$ cat config.mk
export PLATFORM = sky130hd
export DESIGN_NAME = mem_access_unit
export DESIGN_NICKNAME = d
export VERILOG_FILES = /design/src/rtl/mem_access_unit.sv
export SDC_FILE = /design/constraint.sdc
export NUM_CORES = 1
export LEC_CHECK = 0
export ABC_CLOCK_PERIOD_IN_PS = 1800
export CAP_MARGIN = 30
export CORE_MARGIN = 1
export CORE_UTILIZATION = 40
export CTS_BUF_LIST = sky130_fd_sc_hd__clkbuf_4 sky130_fd_sc_hd__clkbuf_8 sky130_fd_sc_hd__clkbuf_16
export DETAILED_ROUTE_END_ITERATION = 7
export PLACE_DENSITY = 0.77
export SLEW_MARGIN = 10
export SYNTH_ARGS = -nofsm -noshare
export SYNTH_HDL_FRONTEND = slang
export SYNTH_SLANG_ARGS = --single-unit
$ cat constraint.sdc
create_clock -name clk -period 1.8 [get_ports clk]
set_input_delay 0.36 -clock clk [delete_from_list [all_inputs] [get_ports clk]]
set_output_delay 0.36 -clock clk [all_outputs]
set_load 0.005 [all_outputs]
$ cat src/rtl/mem_access_unit.sv
// MEM stage: registers the EX result, runs load/store transactions on a req/ack bus
// with byte-lane alignment and sign extension, and stalls the pipeline while busy.
//
// state | meaning
// IDLE  | accepting ops from EX; pass-through, misalign check or capture
// BUSY  | bus access in flight; waits for ack or timeout
module mem_access_unit #(
  parameter int BUS_TIMEOUT = 16
) (
  input  logic        clk,
  input  logic        rst_n,
  input  logic [4:0]  ex_rd_addr_i,
  input  logic [31:0] ex_rd_data_i,
  input  logic        ex_rd_wen_i,
  input  logic [31:0] ex_mem_addr_i,
  input  logic [31:0] ex_mem_data_i,
  input  logic [2:0]  ex_mem_size_i,
  input  logic        ex_mem_we_i,
  input  logic        ex_mem_re_i,
  input  logic        flush_i,
  output logic        bus_req_o,
  output logic        bus_we_o,
  output logic [31:0] bus_addr_o,
  output logic [31:0] bus_wdata_o,
  output logic [3:0]  bus_be_o,
  input  logic        bus_ack_i,
  input  logic [31:0] bus_rdata_i,
  output logic [4:0]  wb_rd_addr_o,
  output logic [31:0] wb_rd_data_o,
  output logic        wb_rd_wen_o,
  output logic        hold_flag_o,
  output logic        misalign_o,
  output logic [31:0] misalign_addr_o,
  output logic        bus_err_o
);

  localparam int CW = (BUS_TIMEOUT > 1) ? $clog2(BUS_TIMEOUT + 1) : 1;
  localparam logic [CW-1:0] CNT_LAST = (BUS_TIMEOUT > 0) ? CW'(BUS_TIMEOUT - 1) : '0;

  typedef enum logic {IDLE, BUSY} state_t;

  state_t        state, state_nxt;
  logic [CW-1:0] cnt;
  logic [31:0]   cap_addr;
  logic [31:0]   cap_data;
  logic [2:0]    cap_size;
  logic          cap_we;
  logic [4:0]    cap_rd;
  logic          cap_rd_wen;

  logic          ex_mem_op;
  logic          ex_misalign;
  logic          accept;
  logic          done;
  logic          abort;
  logic [1:0]    off;
  logic [7:0]    ld_byte;
  logic [15:0]   ld_half;
  logic [31:0]   ld_data;
  logic [3:0]    be;
  logic [31:0]   wdata;

  assign ex_mem_op = ex_mem_we_i | ex_mem_re_i;

  // Undefined size codes fall into the word case.
  always_comb begin
    ex_misalign = 1'b0;
    case (ex_mem_size_i)
      3'b000, 3'b100: ex_misalign = 1'b0;
      3'b001, 3'b101: ex_misalign = ex_mem_addr_i[0];
      default:        ex_misalign = (ex_mem_addr_i[1:0] != 2'b00);
    endcase
  end

  always_ff @(posedge clk or negedge rst_n) begin
    if (!rst_n) state <= IDLE;
    else        state <= state_nxt;
  end

  always_comb begin
    state_nxt   = state;
    hold_flag_o = 1'b0;
    accept      = 1'b0;
    done        = 1'b0;
    abort       = 1'b0;
    case (state)
      IDLE: begin
        if (!flush_i && ex_mem_op && !ex_misalign) begin
          accept      = 1'b1;
          hold_flag_o = 1'b1;
          state_nxt   = BUSY;
        end
      end
      BUSY: begin
        if (bus_ack_i) begin
          done      = 1'b1;
          state_nxt = IDLE;
        end else if ((BUS_TIMEOUT != 0) && (cnt == CNT_LAST)) begin
          abort     = 1'b1;
          state_nxt = IDLE;
        end else begin
          hold_flag_o = 1'b1;
        end
      end
      default: state_nxt = IDLE;
    endcase
  end

  assign off = cap_addr[1:0];

  always_comb begin
    be    = 4'b1111;
    wdata = cap_data;
    case (cap_size)
      3'b000, 3'b100: begin
        be    = 4'b0001 << off;
        wdata = {4{cap_data[7:0]}};
      end
      3'b001, 3'b101: begin
        be    = 4'b0011 << off;
        wdata = {2{cap_data[15:0]}};
      end
      default: begin
        be    = 4'b1111;
        wdata = cap_data;
      end
    endcase
  end

  assign ld_byte = bus_rdata_i[{off, 3'b000} +: 8];
  assign ld_half = bus_rdata_i[{off[1], 4'b0000} +: 16];

  always_comb begin
    ld_data = bus_rdata_i;
    case (cap_size)
      3'b000:  ld_data = {{24{ld_byte[7]}}, ld_byte};
      3'b100:  ld_data = {24'd0, ld_byte};
      3'b001:  ld_data = {{16{ld_half[15]}}, ld_half};
      3'b101:  ld_data = {16'd0, ld_half};
      default: ld_data = bus_rdata_i;
    endcase
  end

  // Bus outputs are qualified by BUSY so an async reset drops them at once.
  assign bus_req_o   = (state == BUSY);
  assign bus_we_o    = bus_req_o & cap_we;
  assign bus_addr_o  = bus_req_o ? {cap_addr[31:2], 2'b00} : 32'd0;
  assign bus_wdata_o = bus_req_o ? wdata : 32'd0;
  assign bus_be_o    = bus_req_o ? be : 4'd0;

  always_ff @(posedge clk or negedge rst_n) begin
    if (!rst_n) begin
      cnt <= '0;
    end else if (state == BUSY && state_nxt == BUSY) begin
      cnt <= cnt + CW'(1);
    end else begin
      cnt <= '0;
    end
  end

  always_ff @(posedge clk or negedge rst_n) begin
    if (!rst_n) begin
      cap_addr        <= 32'd0;
      cap_data        <= 32'd0;
      cap_size        <= 3'd0;
      cap_we          <= 1'b0;
      cap_rd          <= 5'd0;
      cap_rd_wen      <= 1'b0;
      wb_rd_addr_o    <= 5'd0;
      wb_rd_data_o    <= 32'd0;
      wb_rd_wen_o     <= 1'b0;
      misalign_o      <= 1'b0;
      misalign_addr_o <= 32'd0;
      bus_err_o       <= 1'b0;
    end else begin
      misalign_o <= 1'b0;
      bus_err_o  <= 1'b0;
      if (state == IDLE) begin
        if (flush_i) begin
          wb_rd_wen_o <= 1'b0;
        end else if (!ex_mem_op) begin
          wb_rd_addr_o <= ex_rd_addr_i;
          wb_rd_data_o <= ex_rd_data_i;
          wb_rd_wen_o  <= ex_rd_wen_i;
        end else if (ex_misalign) begin
          wb_rd_wen_o     <= 1'b0;
          misalign_o      <= 1'b1;
          misalign_addr_o <= ex_mem_addr_i;
        end else if (accept) begin
          wb_rd_wen_o <= 1'b0;
          cap_addr    <= ex_mem_addr_i;
          cap_data    <= ex_mem_data_i;
          cap_size    <= ex_mem_size_i;
          cap_we      <= ex_mem_we_i;
          cap_rd      <= ex_rd_addr_i;
          cap_rd_wen  <= ex_rd_wen_i;
        end
      end else begin
        wb_rd_wen_o <= 1'b0;
        if (done && !cap_we) begin
          wb_rd_addr_o <= cap_rd;
          wb_rd_data_o <= ld_data;
          wb_rd_wen_o  <= cap_rd_wen;
        end
        if (abort) bus_err_o <= 1'b1;
      end
    end
  end

endmodule

==> metrics.yaml <==
power:
  leakage_nw: 6.03
  cellPowerDensity_nw_per_um2: 1170
  total_power_mw: 16.0
  vdd_drop_max_mv: 0.892
sta:
  fin_ws_ns: -0.407
  finalCritPeriodShare_pct: 123
  skew_ns: 0.00829
  setup_viol_count_final: 208
  timing.hold.ws_ns: 0.377
  final_max_slew_viol_count: 0
  layout_min_cycle_time_ns: 2.21
  grt_setup_unrepaired: "true"
  fmax_ghz: 0.453
  finalHoldViolCount: 0
synth:
  synth.area.top_cells: "dfrtp_1 (52%), mux2_2 (16%), mux2i_1 (3.5%)"
  syn_area_um2: 7380
  async_reset_ff_share_pct: 100
  synth_top_area_share_pct: 51.5
  yosys.area_share.adder_pct: 0.339
  synth_xor_area_share_pct: 0.237
  seq_area_frac_synth_pct: 51.5
  synth_top_family_by_area: "multiplexers"
  syn_inst: 658
  synthFlopType: "dfrtp_1"
  yosys.area_share.simple_pct: 13.3
  synth_top_cell_by_area: "dfrtp_1"
  ys_ff_latch: 152
  avgSynthCellArea_um2: 11.2
  synth-edff-count: 0
  ys_types: 46
  synth_compound_area_share_pct: 10.5
  yosys_warnings: 0
  muxShareOfSynthArea_pct: 20.3
run_status:
  status: "finished with violations"
  violations: "negative setup slack"
detailed_routing:
  routed_wl_mm: 29.3
  avgRoutedWirePerCell_um: 22.3
  via_count: 7065
  ant_nets: 0
  firstDrtPassIters: 5
  viasPerCell: 5.38
  drt_iter0_drc: 377
  drc: 0
critical_path:
  startpoint: "cnt[0]"
  worst_ep_arrival_time_ns: 1.85
  reg2reg_depth: 7
  cp-end-kind: "output port"
  worstSetupStartpointType: "flop"
  cp_num_buf_inv: 1
  r2r-end: "wb_rd_data_o[26]"
  critPathKind: "reg2out"
  crit_fanout: 2
  crit_chain: "ha_2 -> and3_4 -> ha_4 -> or3_4 -> nand2_4 -> buf_6"
  r2r_slack_ns: -0.30
  cp_data_required_time_ns: 1.44
  cp_slowest_cell: "dfrtp_1"
  regToRegStartpoint: "cap_size[0]"
  crit_family: "simple AND/OR/NAND/NOR gates"
  slowest_delay_ns: 0.38
global_routing:
  grt_pass1_wl_mm: 38.3
  antenna_found_initial: 0
  overflow: 0
  grt_max_degree: 39
  grt_pass1_vias: 7003
  track_usage_pct: 27.2
layout:
  area_growth_pct: 86.1
  antenna_cells: 0
  layout.nets: 1217
  drive_above_1_share_pct: 50.4
  layout_common_cells: "clkdlybuf4s50_1 (213), dfrtp_1 (148), buf_6 (104)"
  fin_area_um2: 13700
  final_common_cell: "clkdlybuf4s50_1"
  instances_no_fill: 1314
floorplan:
  die_w_um: 138
  ios: 286
  start_util_pct: 40.9
  dieHeight_um: 138
  die-area_um2: 19000
  core_area_um2: 18000
  rows: 49
clock_network:
  cts_buffer_depth: 2
  clk_latency_ns: 0.43
  cts.sinks: 152
  cts_tree: "done"
  cts.clk_slew.worst_paths_ns: 0.07
  cts_root_buffer: "clkbuf_16"
  htree_levels: 4
  numCtsBuffers: 17
worst_hold_path:
  hold_class: "in2async"
place:
  gp_congestion: 0.823
  post-dp-hpwl_mm: 16.1
  place_inst: 1181
  numPortBuffers: 283
  placed_area_um2: 10900
  place_ws_ns: -0.507
flow_run:
  drv_cap: 0
[final cells by class]
| cell class | instances | area (um^2) |
|---|---|---|
| inverters | 5 | 21.3 |
| clock inverters | 15 | 158 |
| multi-input cells | 449 | 4170 |
| repair buffers | 447 | 4870 |
| clock buffers | 17 | 425 |
| well taps | 229 | 287 |
| flip-flops and latches | 152 | 3810 |
| fillers | 1128 | 4290 |
[cells by family (layout without fill, tap and decap cells)]
kind of cell	Yosys count	after routing
AO/OA/AOI/OAI	109	109
XOR/XNOR	2	2
adder cells (fa/ha/maj)	2	2
buffers and inverters	58	484
flip-flops	152	152
multiplexers	134	134
other	1	2
AND/OR/NAND/NOR	200	200
[synthesized netlist by cell type (3+ instances only)]
| cell type | number |
|---|---|
| a211oi_1 | 14 |
| buf_6 | 4 |
| a21o_1 | 4 |
| o21ai_0 | 18 |
| mux2_2 | 106 |
| dfrtp_1 | 152 |
| buf_2 | 17 |
| nor2_1 | 59 |
| inv_1 | 3 |
| a221o_1 | 4 |
| o22ai_1 | 4 |
| buf_4 | 3 |
| or2_1 | 3 |
| nor3_1 | 24 |
| mux2i_1 | 26 |
| a22oi_1 | 7 |
| o211ai_1 | 4 |
| a211oi_2 | 10 |
| a22o_1 | 6 |
| nor2b_1 | 5 |
| nand3_1 | 7 |
| clkbuf_1 | 28 |
| and2_1 | 41 |
| nand3b_1 | 5 |
| a21oi_1 | 31 |
| a211o_1 | 3 |
| nand2_1 | 45 |
[sequential cells by signal, indices dropped and copies added, names as in the netlist, 3 cells and up]
signal / cells
cap_addr: 32
cnt: 5
cap_rd: 5
misalign_addr_o: 32
cap_size: 3
cap_data: 32
wb_rd_addr_o: 5
wb_rd_data_o: 32
[per-stage QoR]
step / setup TNS (ns) / util, %
finish: -32.39 / 76.2
global route: -41.97 / 76.2
CTS: -24.54 / 70.7
detailed placement: -54.08 / 60.4
global placement: -52.30 / 60.4
floorplan: 0 / -
[worst max-delay path by stage]
stage                       to  slack [ns]  depth (start not counted)
5_1_grt            hold_flag_o       -0.46                          6
2_1_floorplan      hold_flag_o       0.007                          6
6_report           hold_flag_o       -0.41                          6
3_3_place_gp       hold_flag_o       -0.50                          6
4_1_cts        bus_wdata_o[23]       -0.42                          4
3_5_place_dp       hold_flag_o       -0.51                          5
[repair_timing]
item / CTS / global route
pin swaps: 44 / 46
gates cloned: 17 / 17
setup buffers: 50 / 42
setup endpoints to repair: 105 / 209
hold buffers: 1 / 0
hold endpoints to repair: 25 / 0
gates resized for setup: 409 / 261
[report_power, final]
group | internal (mW) | total (mW) | switching [mW]
Clock | 1.97 | 3.66 | 1.68
Sequential | 4.46 | 5.28 | 0.825
Combinational | 4.34 | 7.10 | 2.76
[metal layers]
layer,up-vias,track usage [%],share of wire [%]
li1,3156,-,-
met1,3515,32.3,40
met2,315,46.8,51
met3,79,6.81,6.7
met4,0,11.0,3.3
met5,-,0,0
Note: power is estimated with default switching activity, not from simulation.
